`src/rtl/pwm_ramp_ctrl_pkg.sv`:
```
// Shared definitions for the PWM ramp sequencer: register map, CTRL/STATUS
// bit positions, downstream PWM duty offset and FSM state encoding.
package pwm_ramp_ctrl_pkg;

  localparam logic [7:0] OFS_CTRL     = 8'h00;
  localparam logic [7:0] OFS_START    = 8'h04;
  localparam logic [7:0] OFS_END      = 8'h08;
  localparam logic [7:0] OFS_STEP     = 8'h0C;
  localparam logic [7:0] OFS_INTERVAL = 8'h10;
  localparam logic [7:0] OFS_STATUS   = 8'h14;

  localparam int CTRL_START_BIT = 0;
  localparam int CTRL_LOOP_BIT  = 1;
  localparam int CTRL_STOP_BIT  = 2;
  localparam int CTRL_CH_LSB    = 4;
  localparam int CH_W           = 4;

  localparam int STAT_BUSY_BIT = 0;
  localparam int STAT_DONE_BIT = 1;
  localparam int STAT_ERR_BIT  = 2;
  localparam int STAT_CUR_LSB  = 16;

  // Duty register offset inside each 16-byte PWM channel window.
  localparam logic [3:0] PWM_DUTY_OFS = 4'h8;

  typedef enum logic [1:0] {
    S_IDLE  = 2'd0,
    S_WRITE = 2'd1,
    S_WAIT  = 2'd2,
    S_DONE  = 2'd3
  } ramp_state_e;

endpackage

```
`src/rtl/pwm_ramp_ctrl.sv`:
```
// Duty-cycle ramp sequencer: steps a PWM channel's duty from START to END,
// sharing the downstream PWM bus with the CPU, which always has priority.
module pwm_ramp_ctrl
  import pwm_ramp_ctrl_pkg::*;
#(
  parameter logic [31:0] RAMP_BASE_ADDR = 32'h4000_3100,
  parameter logic [31:0] PWM_BASE_ADDR  = 32'h4000_3000,
  parameter int          PWM_NUM        = 2,
  parameter int          COUNTER_WIDTH  = 16
) (
  input  logic        clk,
  input  logic        rst_n,
  input  logic [31:0] mem_addr,
  input  logic [31:0] mem_wdata,
  input  logic        mem_we,
  input  logic        mem_re,
  output logic [31:0] mem_rdata,
  output logic [31:0] pwm_addr,
  output logic [31:0] pwm_wdata,
  output logic        pwm_we,
  output logic        pwm_re,
  input  logic [31:0] pwm_rdata
);

  localparam int CW = COUNTER_WIDTH;
  localparam logic [CW-1:0] CNT_ONE  = {{(CW-1){1'b0}}, 1'b1};
  localparam logic [CW:0]   STEP_ONE = {{CW{1'b0}}, 1'b1};

  ramp_state_e r_state, w_state_nxt;

  logic [CW-1:0]   r_start_duty, r_end_duty, r_step, r_interval;
  logic [CW-1:0]   r_cur, r_target, r_cnt;
  logic            r_loop, r_dir_up, r_done, r_err;
  logic [CH_W-1:0] r_ch;

  logic            w_ramp_sel, w_pwm_sel, w_cpu_pwm, w_reg_wr, w_cfg_wr;
  logic            w_stop, w_start, w_launch, w_reject, w_ch_ok;
  logic            w_busy, w_grant, w_at_target;
  logic [7:0]      w_ofs;
  logic [CH_W-1:0] w_ch_eff;
  logic [CW:0]     w_step_eff, w_up_sum, w_dn_diff;
  logic [CW-1:0]   w_next_cur;
  logic [31:0]     w_reg_rdata;
  logic            w_unused_wdata;

  assign w_ramp_sel = (mem_addr[31:8] == RAMP_BASE_ADDR[31:8]);
  assign w_pwm_sel  = (mem_addr[31:8] == PWM_BASE_ADDR[31:8]);
  assign w_cpu_pwm  = (mem_we | mem_re) & w_pwm_sel;
  assign w_ofs      = mem_addr[7:0];
  assign w_reg_wr   = mem_we & w_ramp_sel;
  assign w_cfg_wr   = w_reg_wr & ~w_busy;

  // STOP outranks a START carried in the same CTRL write.
  assign w_stop   = w_reg_wr & (w_ofs == OFS_CTRL) & mem_wdata[CTRL_STOP_BIT];
  assign w_start  = w_reg_wr & (w_ofs == OFS_CTRL) & mem_wdata[CTRL_START_BIT] & ~w_stop;
  assign w_ch_eff = w_busy ? r_ch : mem_wdata[CTRL_CH_LSB +: CH_W];
  assign w_ch_ok  = ({{(32-CH_W){1'b0}}, w_ch_eff} < 32'(PWM_NUM));
  assign w_launch = w_start & w_ch_ok;
  assign w_reject = w_start & ~w_ch_ok;

  assign w_unused_wdata = &{1'b0, mem_wdata[31:CW]};

  // One extra bit so the step can neither wrap past 0 nor past the top code.
  assign w_step_eff  = (r_step == '0) ? STEP_ONE : {1'b0, r_step};
  assign w_up_sum    = {1'b0, r_cur} + w_step_eff;
  assign w_dn_diff   = {1'b0, r_cur} - w_step_eff;
  assign w_at_target = (r_cur == r_target);

  always_comb begin
    if (r_dir_up)
      w_next_cur = (w_up_sum >= {1'b0, r_target}) ? r_target : w_up_sum[CW-1:0];
    else
      w_next_cur = (w_dn_diff[CW] || (w_dn_diff[CW-1:0] <= r_target)) ? r_target
                                                                       : w_dn_diff[CW-1:0];
  end

  // NOTE: sequential state uses non-blocking assignments so every register
  // samples pre-edge values, independent of block ordering.
  always_ff @(posedge clk or negedge rst_n) begin
    if (!rst_n) r_state <= S_IDLE;
    else        r_state <= w_state_nxt;
  end

  // NOTE: each combinational output gets a default first so no path
  // through the block leaves it unassigned and infers a latch.
  always_comb begin
    w_state_nxt = r_state;
    if (w_stop)
      w_state_nxt = S_IDLE;
    else if (w_launch)
      w_state_nxt = S_WRITE;
    else begin
      case (r_state)
        S_WRITE: if (w_grant) w_state_nxt = (w_at_target && !r_loop) ? S_DONE : S_WAIT;
        S_WAIT:  if (r_cnt == '0) w_state_nxt = S_WRITE;
        S_DONE:  w_state_nxt = S_IDLE;
        default: w_state_nxt = r_state;
      endcase
    end
  end

  always_comb begin
    w_busy  = (r_state == S_WRITE) || (r_state == S_WAIT);
    w_grant = (r_state == S_WRITE) && !w_cpu_pwm && !w_stop;
  end

  always_ff @(posedge clk or negedge rst_n) begin
    if (!rst_n) begin
      r_start_duty <= '0;
      r_end_duty   <= '0;
      r_step       <= '0;
      r_interval   <= '0;
      r_loop       <= 1'b0;
      r_ch         <= '0;
      r_cur        <= '0;
      r_target     <= '0;
      r_cnt        <= '0;
      r_dir_up     <= 1'b0;
      r_done       <= 1'b0;
      r_err        <= 1'b0;
    end else begin
      if (w_cfg_wr) begin
        case (w_ofs)
          OFS_CTRL: begin
            r_loop <= mem_wdata[CTRL_LOOP_BIT];
            r_ch   <= mem_wdata[CTRL_CH_LSB +: CH_W];
          end
          OFS_START:    r_start_duty <= mem_wdata[CW-1:0];
          OFS_END:      r_end_duty   <= mem_wdata[CW-1:0];
          OFS_STEP:     r_step       <= mem_wdata[CW-1:0];
          OFS_INTERVAL: r_interval   <= mem_wdata[CW-1:0];
          default: ;
        endcase
      end

      if (w_reject) r_err <= 1'b1;

      if (w_launch) begin
        r_cur    <= r_start_duty;
        r_target <= r_end_duty;
        r_dir_up <= (r_start_duty <= r_end_duty);
        r_done   <= 1'b0;
        r_err    <= 1'b0;
      end else if (!w_stop) begin
        case (r_state)
          S_WRITE: if (w_grant) begin
            r_cnt <= r_interval;
            if (w_at_target) begin
              if (r_loop) begin
                r_dir_up <= ~r_dir_up;
                r_target <= (r_target == r_end_duty) ? r_start_duty : r_end_duty;
              end else begin
                r_done <= 1'b1;
              end
            end
          end
          S_WAIT: begin
            if (r_cnt == '0) r_cur <= w_next_cur;
            else             r_cnt <= r_cnt - CNT_ONE;
          end
          default: ;
        endcase
      end
    end
  end

  always_comb begin
    w_reg_rdata = '0;
    case (w_ofs)
      OFS_CTRL: begin
        w_reg_rdata[CTRL_LOOP_BIT]        = r_loop;
        w_reg_rdata[CTRL_CH_LSB +: CH_W]  = r_ch;
      end
      OFS_START:    w_reg_rdata[CW-1:0] = r_start_duty;
      OFS_END:      w_reg_rdata[CW-1:0] = r_end_duty;
      OFS_STEP:     w_reg_rdata[CW-1:0] = r_step;
      OFS_INTERVAL: w_reg_rdata[CW-1:0] = r_interval;
      OFS_STATUS: begin
        w_reg_rdata[STAT_BUSY_BIT]       = w_busy;
        w_reg_rdata[STAT_DONE_BIT]       = r_done;
        w_reg_rdata[STAT_ERR_BIT]        = r_err;
        w_reg_rdata[STAT_CUR_LSB +: CW]  = r_cur;
      end
      default: ;
    endcase

    mem_rdata = '0;
    if (mem_re && w_ramp_sel)     mem_rdata = w_reg_rdata;
    else if (mem_re && w_pwm_sel) mem_rdata = pwm_rdata;
  end

  always_comb begin
    pwm_addr  = PWM_BASE_ADDR + {24'h0, r_ch, PWM_DUTY_OFS};
    pwm_wdata = {{(32-CW){1'b0}}, r_cur};
    pwm_we    = 1'b0;
    pwm_re    = 1'b0;
    if (w_cpu_pwm) begin
      pwm_addr  = mem_addr;
      pwm_wdata = mem_wdata;
      pwm_we    = mem_we;
      pwm_re    = mem_re;
    end else if (w_grant) begin
      pwm_we = 1'b1;
    end
  end

endmodule

```
`config.mk`:
```
export PLATFORM = sky130hd
export DESIGN_NAME = pwm_ramp_ctrl
export DESIGN_NICKNAME = d
export VERILOG_FILES = /design/src/rtl/pwm_ramp_ctrl_pkg.sv /design/src/rtl/pwm_ramp_ctrl.sv
export SDC_FILE = /design/constraint.sdc
export NUM_CORES = 1
export LEC_CHECK = 0
export CAP_MARGIN = 20
export CORE_MARGIN = 3
export CORE_UTILIZATION = 38
export CTS_CLUSTER_SIZE = 12
export DETAILED_ROUTE_END_ITERATION = 10
export SLEW_MARGIN = 5
export SYNTH_ARGS = -nofsm -noshare
export SYNTH_HDL_FRONTEND = slang
export SYNTH_SLANG_ARGS = --single-unit
```
`constraint.sdc`:
```
create_clock -name clk -period 15.25 [get_ports clk]
set_clock_uncertainty 0.15 [all_clocks]
set_input_delay 3.05 -clock clk [delete_from_list [all_inputs] [get_ports clk]]
set_output_delay 3.05 -clock clk [all_outputs]
set_load 0.01 [all_outputs]
```
======== Word-level counts from Yosys, hierarchy flattened ========
Cells that the tools add are included.
cells by class
  add/sub/neg operators ................... 4
  $lt $le $gt $ge ......................... 4
  eq/ne operators ......................... 18
  multiplexer cells ....................... 53
  bitwise gates (word level) .............. 15
  reductions and logical operators ........ 32
operators with widths
  cell                                                                  number
  16-bit 2-to-1 mux                                                     18
  32-bit 2-to-1 mux                                                     4
  24-bit by 23-bit == test with 1-bit output, second input constant     2
  31-bit by 8-bit adder with 32-bit output, first input constant        1
  16-bit == test                                                        2
  16-bit less-or-equal comparator                                       2
  16-bit logical NOT                                                    2
  16-bit one-hot mux with 2 select lines                                1
  8-bit one-hot mux with 4 select lines                                 1
  4-bit one-hot mux with 5 select lines                                 1
  1-bit 2-to-1 mux                                                      18
  16-bit by 16-bit adder with 17-bit output                             1
  17-bit by 16-bit greater-or-equal comparator with 1-bit output        1
  16-bit by 16-bit subtractor with 17-bit output                        1
  8-bit by 4-bit == test with 1-bit output, second input constant       2
  8-bit by 5-bit == test with 1-bit output, second input constant       2
  2-bit nonzero test                                                    8
  16-bit by 1-bit subtractor with 16-bit output, second input constant  1
  5-bit AND reduction                                                   3
  1-bit one-hot mux with 5 select lines                                 2
  2-bit AND reduction                                                   5
  1-bit bitwise AND                                                     9
  8-bit by 3-bit == test with 1-bit output, second input constant       1
  8-bit logical NOT                                                     1
  18 further kinds                                                      37
word-level totals
  register bits after elaboration ......... 122
  input port bits ......................... 100
  output and inout bits ................... 98
  word-level logic and storage cells ...... 139

======== Logic depth before layout (Yosys ltp) ========
  depth after elaboration ................. 11
  mapped depth ............................ 23
  mapped depth without buffers ............ 21

======== Worst setup path after synthesis ========
OpenSTA, ideal clock, no wires.
  kind .................................... input port to output port
  start ................................... in mem_addr[3]
  end ..................................... out mem_rdata[4]
  arrival ................................. 4,798 ps
  data required time ...................... 12,050 ps
  path slack .............................. 7,252 ps
  stages .................................. 10
  buffers on the path ..................... 3
  path through ............................ clkbuf_1 > nand2b_1 > nor4_1 > and2_1 > clkbuf_1 > o311ai_0 > clkbuf_1 > o31a_1 > a21oi_1 > a21o_1
on the way
  cells in the longest elaborated chain, start to end .. 3
  elaborated cells on any way between the ends .. 7
  classes of those cells .................. 4 x eq/ne; 2 x mux; 1 x reduce/logical
RTL lines
  what                                                                    RTL line              text
  start, declared                                                         pwm_ramp_ctrl.sv:13   input logic [31:0] mem_addr,
  8-bit by 5-bit == test with 1-bit output, or another cell as far along  pwm_ramp_ctrl.sv:169  case (w_ofs)
  4-bit one-hot mux with 5 select lines *                                 pwm_ramp_ctrl.sv:169
  32-bit 2-to-1 mux *                                                     pwm_ramp_ctrl.sv:188  if (mem_re && w_ramp_sel) mem_rdata = w_reg_rdata;
  end, declared                                                           pwm_ramp_ctrl.sv:17   output logic [31:0] mem_rdata,
Mark *: on every way between the ends. The rest lies on a longest branch, timed or not.

======== Final worst setup path ========
Ends and elaborated chain as after synthesis.

==> impl_metrics.ini <==
[global_route]
grt_max_degree = 69
grt-ovfl-total = 0
grt_pass1_wl_mm = 53.8
grt_usage_pct = 23.8
first_global_vias = 9566
grt_antenna_before_repair = 0

[worst_setup_path]
crit_fanout = 18
r2r_cells = 21
cp_slowest_stage_delay_ns = 0.88
rrSetupSlack_ns = 8.35
crit_chain = clkdlybuf4s50_1 -> nand2b_1 -> nor4_1 -> and2_1 -> o311ai_1 -> o31a_1 -> a21oi_1 -> a21o_1 -> clkdlybuf4s50_1
critPathLaunchType = input pin
worstPathRequired_ns = 12.05
cp_top_family = buffers and inverters
r2r-start = r_step[11]
critical_path.endpoint_type = output pin
cp_slowest_cell = clkdlybuf4s50_1
critPathBufInv = 2
crit_type = input pin to output pin
critPathMostFrequentCell = clkdlybuf4s50_1
timing.rr.end = r_cur[0]
worstPathArrival_ns = 6.70

[worst_hold_path]
holdCritStartpoint = r_err
whs_endpoint = r_err
min_path_cells = 2
hold_class = flop to flop

[placed_design]
port_buffers = 173
dp_hpwl_mm = 26.8
globalplace.congestion = 0.882
dpl.cell_count = 1631

[cells_and_area]
n_antenna_cell = 0
postLayoutCoreUtil_pct = 48.3
layout_common_cells = clkdlybuf4s50_1 (172), nand2_1 (125), dfrtp_1 (122), ha_1 (86), inv_1 (78)
fin_nets = 1504
area_growth_pct = 23.8
final_common_cell = clkdlybuf4s50_1
fin_cells = 1664
n_fill_cell = 2577
drive_gt1_share_pct = 10.1

[routing]
ant_nets = 0
drt_wl_total_mm = 34.6
routedWlPerCell_um = 20.8
drt_iter0_markers = 601
vias = 9464
viasPerCell = 5.69
dr.pass1.iters = 5
drc_errors = 0

[logic_synthesis]
ys_seq_area_share_pct = 29.8
synth_area_um2 = 10300
synth-async-reset-ratio_pct = 100
synth_flop_cell = dfrtp_1
netlist.area_leader.share_pct = 29.8
yosysWarnings = 0
synth_edf_count = 0
synth_area_leaders = dfrtp_1 (30%), ha_1 (10%), mux2_2 (6.8%), nand2_1 (4.6%), a21oi_1 (3.7%)
synth_top_area_cell = dfrtp_1
synth_cells = 1190
synth_cell_types = 76
avgSynthCellArea_um2 = 8.61
ys_ff_latch = 122

[timing]
finalHoldViolations = 0
fin_crit_sh_pct = 64.9
slew_headroom_pct = 31.0
period_needed_ns = 9.90
fmax_mhz = 101
tightest_slew_ns = 1.03
setup_viol = 0
finalSetupTns_ns = 0
rsz0062_at_grt = false
whs_ns = 0.372
drv_slew = 0

[outcome]
status = finished clean

[floorplan]
die_width_um = 170
num_rows = 59
die_height_um = 170
start_util_pct = 39.0
dieArea_um2 = 29000
coreArea_um2 = 26300
io_pins = 198

[pwr]
vdd_ir_drop_max_mv = 0.0637
power_density_nw_per_um2 = 63.1
total_power_mw = 0.801
p_leak_nw = 5.69

[clock_tree]
cts_tree = built
clockBufferDepth = 2
cts.sinks = 122
postCtsSetupBuffers = 0
clkSlewWorstSetupHoldPaths_ns = 0.06
cts_root_buf = clkbuf_16
cts_resized = 0
ctsHoldBuffers = 0
htreeDepth = 4
clk_latency_ns = 0.42
numCtsBuffers = 17

[job]
cap_violations = 0
worst max-delay path by stage:
stage,from,end,slack (ns),cells past startpoint
floorplan,mem_addr[3],mem_rdata[4],7.25,10
global placement,mem_addr[3],mem_rdata[4],5.51,9
detailed placement,mem_addr[3],mem_rdata[4],5.40,9
CTS,mem_addr[3],mem_rdata[4],5.41,9
global route,mem_addr[3],mem_rdata[4],5.16,9
finish,mem_addr[3],mem_rdata[4],5.35,9
layout make-up:
class                           count  area (um^2)  area share [%]
Clock buffer                       18          439            3.46
Clock inverter                     14          196            1.55
Inverter                           78          293            2.31
Multi-Input combinational cell    916         6500            51.2
Sequential cell                   122         3050            24.0
Tap cell                          335          419            3.30
Timing Repair Buffer              181         1800            14.2
stage by stage:
stage | cell area, um^2 | setup slack, ns
final | 12700 | 5.35
after global routing | 12700 | 5.16
after CTS | 12700 | 5.41
after detailed placement | 12000 | 5.40
after global placement | 12000 | 5.51
after floorplan | 10300 | 7.25
kinds of logic (layout without fill, tap and decap cells):
family	after synthesis	count (layout)	share of synthesized area, %
compound gates	316	316	21.1
buf+inv	174	291	7.70
fa+ha+maj	88	88	10.9
mux	82	82	8.76
flops	122	122	29.8
other cells	2	24	0.0733
simple gates	348	348	16.7
xor+xnor	58	58	4.96
layer usage:
metal / global-route usage (%) / wire [um] / vias to the layer above
met5: 0 / 0 / -
met4: 6.38 / 724 / 0
met3: 3.86 / 1860 / 51
met2: 41.4 / 16800 / 341
met1: 30.9 / 15300 / 4590
li1: - / - / 4482
cell usage after synthesis, drive strengths merged, types with 14 or more instances:
master / n
nand2: 125
dfrtp: 122
a21oi: 87
ha: 86
inv: 78
o21ai: 69
nor2: 65
mux2: 62
clkbuf: 57
buf: 39
xnor2: 36
and2: 27
nand3: 27
a22o: 26
xor2: 22
nor3: 21
a21o: 20
mux2i: 20
nor4: 18
nand4: 16
o211ai: 16
a22oi: 15
o22ai: 15
a222oi: 14
flip-flops by register name, summed over array words and instances, names as in the netlist:
| register | count |
|---|---|
| r_loop | 1 |
| r_state | 2 |
| r_ch | 4 |
| r_start_duty | 16 |
| r_step | 16 |
| r_dir_up | 1 |
| r_done | 1 |
| r_end_duty | 16 |
| r_target | 16 |
| r_cnt | 16 |
| r_cur | 16 |
| r_err | 1 |
| r_interval | 16 |
where the power goes:
group | total, mW | switching (mW) | internal (mW)
Sequential | 0.324 | 0.0000000348 | 0.324
Clock | 0.433 | 0.155 | 0.278
Combinational | 0.0440 | 0.0203 | 0.0237
Total | 0.801 | 0.175 | 0.626
worst min-delay path, delay by kind of cell, from the launching register on:
family,cells,cell delay (ns)
flip-flops,1,0.35
AO/OA/AOI/OAI,2,0.14
Note: power is estimated with default switching activity, not from simulation.
